## config.mk

```make
export PLATFORM = sky130hd
export DESIGN_NAME = logic_op_sequencer
export DESIGN_NICKNAME = d
export VERILOG_FILES = /design/src/rtl/logic_op_sequencer.sv
export SDC_FILE = /design/constraint.sdc
export NUM_CORES = 1
export LEC_CHECK = 0
export ABC_AREA = 1
export CAP_MARGIN = 15
export CORE_MARGIN = 5
export CORE_UTILIZATION = 60
export DETAILED_ROUTE_END_ITERATION = 16
export PLACE_DENSITY = 0.84
export SYNTH_ARGS = -nofsm -noshare
export SYNTH_HDL_FRONTEND = slang
export SYNTH_SLANG_ARGS = --single-unit
```

## constraint.sdc

```tcl
create_clock -name clk -period 5.2 [get_ports clk]
set_clock_uncertainty 0.1 [all_clocks]
set_input_delay 0.78 -clock clk [delete_from_list [all_inputs] [get_ports clk]]
set_output_delay 0.78 -clock clk [all_outputs]
set_load 0.01 [all_outputs]
```

## src/rtl/logic_op_sequencer.sv

```systemverilog
// Command FIFO + hold sequencer feeding the 4-bit logical unit's operand/selector inputs.
// Optional replay mode enabled by defining LOGIC_SEQ_LOOP_EN (adds the `loop` input).
module logic_op_sequencer #(
    parameter int unsigned DEPTH  = 4,
    parameter int unsigned HOLD_W = 4
) (
    input  logic                   clk,
    input  logic                   reset,
    input  logic                   in_valid,
    output logic                   in_ready,
    input  logic [3:0]             in_op1,
    input  logic [3:0]             in_op2,
    input  logic [1:0]             in_sel,
    input  logic [HOLD_W-1:0]      in_hold,
`ifdef LOGIC_SEQ_LOOP_EN
    input  logic                   loop,
`endif
    output logic [3:0]             op1,
    output logic [3:0]             op2,
    output logic [1:0]             sel,
    output logic                   issue,
    output logic                   busy,
    output logic [$clog2(DEPTH):0] level
);

    localparam int unsigned AW = $clog2(DEPTH);
    localparam int unsigned LW = AW + 1;

    typedef struct packed {
        logic [3:0]        op1;
        logic [3:0]        op2;
        logic [1:0]        sel;
        logic [HOLD_W-1:0] hold;
    } cmd_t;

    typedef enum logic {
        IDLE = 1'b0,
        HOLD = 1'b1
    } state_e;

    state_e            state_q, state_d;
    cmd_t              fifo_q [DEPTH];
    cmd_t              fifo_d [DEPTH];
    logic [AW-1:0]     rd_ptr_q, rd_ptr_d;
    logic [AW-1:0]     wr_ptr_q, wr_ptr_d;
    logic [LW-1:0]     level_q, level_d;
    logic [HOLD_W-1:0] hold_cnt_q, hold_cnt_d;
    logic [3:0]        op1_q, op1_d;
    logic [3:0]        op2_q, op2_d;
    logic [1:0]        sel_q, sel_d;
    logic              issue_q, issue_d;
    logic              busy_q, busy_d;
    logic              in_ready_q, in_ready_d;

    cmd_t              head;
    logic              push;
    logic              pop;
    logic              recycle;
    logic [AW-1:0]     wr_idx;

    // Next-state: FIFO bookkeeping, hold countdown and issue of the head entry
    always_comb begin
        state_d    = state_q;
        fifo_d     = fifo_q;
        rd_ptr_d   = rd_ptr_q;
        wr_ptr_d   = wr_ptr_q;
        level_d    = level_q;
        hold_cnt_d = hold_cnt_q;
        op1_d      = op1_q;
        op2_d      = op2_q;
        sel_d      = sel_q;
        issue_d    = 1'b0;
        head       = fifo_q[rd_ptr_q];
        push       = in_valid && in_ready_q;
        pop        = 1'b0;
        recycle    = 1'b0;
        wr_idx     = wr_ptr_q;

        case (state_q)
            IDLE: begin
                pop = (level_q != '0);
            end
            HOLD: begin
                if (hold_cnt_q != '0) begin
                    hold_cnt_d = hold_cnt_q - HOLD_W'(1);
                end else if (level_q != '0) begin
                    pop = 1'b1;
                end else begin
                    state_d = IDLE;
                end
            end
            default: state_d = IDLE;
        endcase

        if (pop) begin
            op1_d      = head.op1;
            op2_d      = head.op2;
            sel_d      = head.sel;
            hold_cnt_d = head.hold;
            issue_d    = 1'b1;
            state_d    = HOLD;
            rd_ptr_d   = rd_ptr_q + AW'(1);
        end

`ifdef LOGIC_SEQ_LOOP_EN
        recycle = pop && loop;
`endif

        // External push lands first so a fresh command follows the one just issued
        if (push) begin
            fifo_d[wr_idx] = '{op1: in_op1, op2: in_op2, sel: in_sel, hold: in_hold};
            wr_idx         = wr_idx + AW'(1);
        end
        if (recycle) begin
            fifo_d[wr_idx] = head;
            wr_idx         = wr_idx + AW'(1);
        end
        wr_ptr_d = wr_idx;

        level_d    = level_q + LW'(push) - LW'(pop && !recycle);
        busy_d     = (state_d == HOLD);
        in_ready_d = (level_d != LW'(DEPTH));
    end

    // Control and output registers
    always_ff @(posedge clk) begin
        if (reset) begin
            state_q    <= IDLE;
            rd_ptr_q   <= '0;
            wr_ptr_q   <= '0;
            level_q    <= '0;
            hold_cnt_q <= '0;
            op1_q      <= '0;
            op2_q      <= '0;
            sel_q      <= '0;
            issue_q    <= 1'b0;
            busy_q     <= 1'b0;
            in_ready_q <= 1'b1;
        end else begin
            state_q    <= state_d;
            rd_ptr_q   <= rd_ptr_d;
            wr_ptr_q   <= wr_ptr_d;
            level_q    <= level_d;
            hold_cnt_q <= hold_cnt_d;
            op1_q      <= op1_d;
            op2_q      <= op2_d;
            sel_q      <= sel_d;
            issue_q    <= issue_d;
            busy_q     <= busy_d;
            in_ready_q <= in_ready_d;
        end
    end

    // Storage needs no reset; occupancy is governed by the pointers and level
    always_ff @(posedge clk) begin
        fifo_q <= fifo_d;
    end

    assign op1      = op1_q;
    assign op2      = op2_q;
    assign sel      = sel_q;
    assign issue    = issue_q;
    assign busy     = busy_q;
    assign level    = level_q;
    assign in_ready = in_ready_q;

endmodule

```

==> flow_summary.toml <==
[routing]
drc = 0
detail_route.first_pass.iterations = 5
drt-initial-drc-count = 188
detail_route.wl_per_cell_um = 15.0
wirelength_um = 5780
detailroute.via_count = 2073
vias_per_cell = 5.37
antenna_violating_nets_post_route = 0

[timing]
setup-tns-final_ns = 0
report.final.hold_viol_count = 0
report.final.slew_viol_count = 0
max_clock_freq_ghz = 0.408
fin_crit_sh = 0.472
grt_setup_unrepaired = "no"
report.final.setup_viol = 0
final_period_minus_worst_setup_slack_ns = 2.45
slew_headroom = 0.264
worst-slew-pin-transition_ns = 1.10

[clock_network]
tritoncts = "done"
post_cts_buffers = 0
cts-root-to-sink-buffers = 2
cts.hold.buffers_added = 0
ctsHtreeMaxLevel = 3
cts-root-buf = "sky130_fd_sc_hd__clkbuf_8"
clock_sink_count = 80
cts_inserted_buffers = 9
cts.repair.resized = 0
clkLatencyLatePin_ns = 0.35
clkTransAtPathRegs_ns = 0.08

[layout]
utilization = 0.729
finish.net_count = 336
area.growth.synth_to_final_pct = 17.5
n_antenna_cell = 0
layout-drive-gt1-share = 0.0886

[synth]
synth_enable_flop_cells = 56
synthesized_area_divided_by_synthesized_cell_count_um2 = 11.5
synth_top_area_cell = "sky130_fd_sc_hd__edfxtp_1"
postSynthCellCount = 277
most_used_standard_cells_in_the_synthesized_netlist = "56 x sky130_fd_sc_hd__edfxtp_1, 56 x sky130_fd_sc_hd__nor2_1, 24 x sky130_fd_sc_hd__dfxtp_1"
syn_nets = 302
synth_sequential_area_ratio = 0.678
synthDistinctLibCells = 28
post-synth-top-area-fraction = 0.527
dominantRegCellSynth = "sky130_fd_sc_hd__edfxtp_1"
post_synth_instance_area_um2 = 3190
synth_area_leaders = "sky130_fd_sc_hd__edfxtp_1 53%, sky130_fd_sc_hd__dfxtp_1 15%, sky130_fd_sc_hd__nor2_1 6.6%"
postSynth.asyncResetShare = 0
synth-warning-count = 0
ys_seq_elements = 80

[global_route]
globalRouteOverflowTotal = 0
first_pass_grt_wire_length_um = 9450
vias_in_the_first_global_route = 1902
largest_net_degree_at_the_start_of_global_routing = 32
global_route.usage.total = 0.177
antenna_violations_before_repair = 0

[floorplanning]
floorplan.core_area_um2 = 5140
fp.dieArea_um2 = 6870
row_count = 26
initial_core_util = 0.620
dieWidth_um = 82.9
floorplan.die.height_um = 82.9
ios = 33

[pwr]
power.density_cell_area_nw_per_um2 = 570
total_leakage_power_uw = 0.00139
peakVddDrop_mv = 0.246

[critical_path]
criticalPathCategory = "primary input to register"
start_kind = "primary input"
critical_path.endpoint_type = "register"
crit_fanout = 14
cp_data_required_time_ns = 5.06
timing.critical_path.arrival_ns = 2.32

[place]
gp_congestion = 0.788
place.port_buffers = 32
post-dp-hpwl_um = 3810

[hold_path]
min_path_type = "register to register"

[job]
cap_viol_max_count = 0

[outcome]
status = "finished, final reports clean"
-- report_power, final --
group / switching, uW / internal, uW / total [uW]
sequential: 98.9 / 816 / 914
combinational: 433 / 304 / 736
clock: 217 / 269 / 486
-- through the flow --
stage | cells | hold WS [ns] | instance area, um2 | power [uW] | setup WS [ns]
6_report | 386 | 0.399 | 3750 | 2140 | 2.75
5_1_grt | 386 | 0.433 | 3750 | 2280 | 2.58
4_1_cts | 383 | 0.398 | 3720 | 2150 | 2.57
3_5_place_dp | 367 | 0.385 | 3510 | 1660 | 2.19
3_3_place_gp | 367 | 0.380 | 3510 | 1630 | 2.31
2_1_floorplan | 277 | 0.369 | 3190 | 1450 | 2.97
-- worst max-delay path: stages --
cell and delay, ns:
sky130_fd_sc_hd__clkdlybuf4s50_1 0.47, sky130_fd_sc_hd__nand2_1 0.18, sky130_fd_sc_hd__nor2_1 0.88
-- layout by cell type, fill, tap and decap left out, drive strengths merged, types with 2 or more instances in the layout --
master / count
nor2: 56
edfxtp: 56
o21ai: 43
clkdlybuf4s50: 32
dfxtp: 24
nand2: 23
inv: 22
o22ai: 12
clkbuf: 10
nand3: 8
ha: 7
a21oi: 6
clkinv: 4
buf: 3
o22a: 2
xnor2: 2
bufinv: 2
-- path summary, 6_finish.rpt --
check / cells after the start / slack, ns / startpoint / to
setup / recovery: 3 / 2.75 / in_valid / fifo_q[30]
hold / removal: 2 / 0.40 / hold_cnt_q[3] / hold_cnt_q[3]
setup reg to reg: 13 / 2.76 / hold_cnt_q[1] / in_ready
hold reg to reg: 2 / 0.40 / hold_cnt_q[3] / hold_cnt_q[3]
-- routing by layer --
layer | vias up | GRT usage | part of all wire
li1 | 1025 | - | -
met4 | 0 | 0.0773 | 0.016
met3 | 7 | 0.0624 | 0.075
met2 | 63 | 0.267 | 0.50
met1 | 978 | 0.232 | 0.41
met5 | - | 0 | 0
-- area by class of cell --
type,count,area (um2)
fillers,382,1390
well taps,70,87.6
repair buffers,35,347
clock inverters,6,83.8
clock buffers,10,128
inverters,22,85.1
flip-flops and latches,80,2160
multi-input cells,163,853
-- sequential cells by signal, indices dropped and copies added (netlist names) --
signal	flops
hold_cnt_q	4
rd_ptr_q	2
op2	4
sel	2
fifo_q	56
wr_ptr_q	2
level	3
issue	1
in_ready	1
busy	1
op1	4
-- cell families (layout without fill, tap and decap cells) --
kind of cell / after synthesis / count (layout) / synth area share
AOI/OAI and AO/OA: 64 / 64 / 0.109
xor gates and xnor gates: 2 / 2 / 0.00549
adders and majority gates: 8 / 8 / 0.0337
buffers and inverters: 34 / 73 / 0.0545
DFF: 80 / 80 / 0.678
and+or+nand+nor: 89 / 89 / 0.119
No activity file was read; power rests on OpenSTA's default activity.
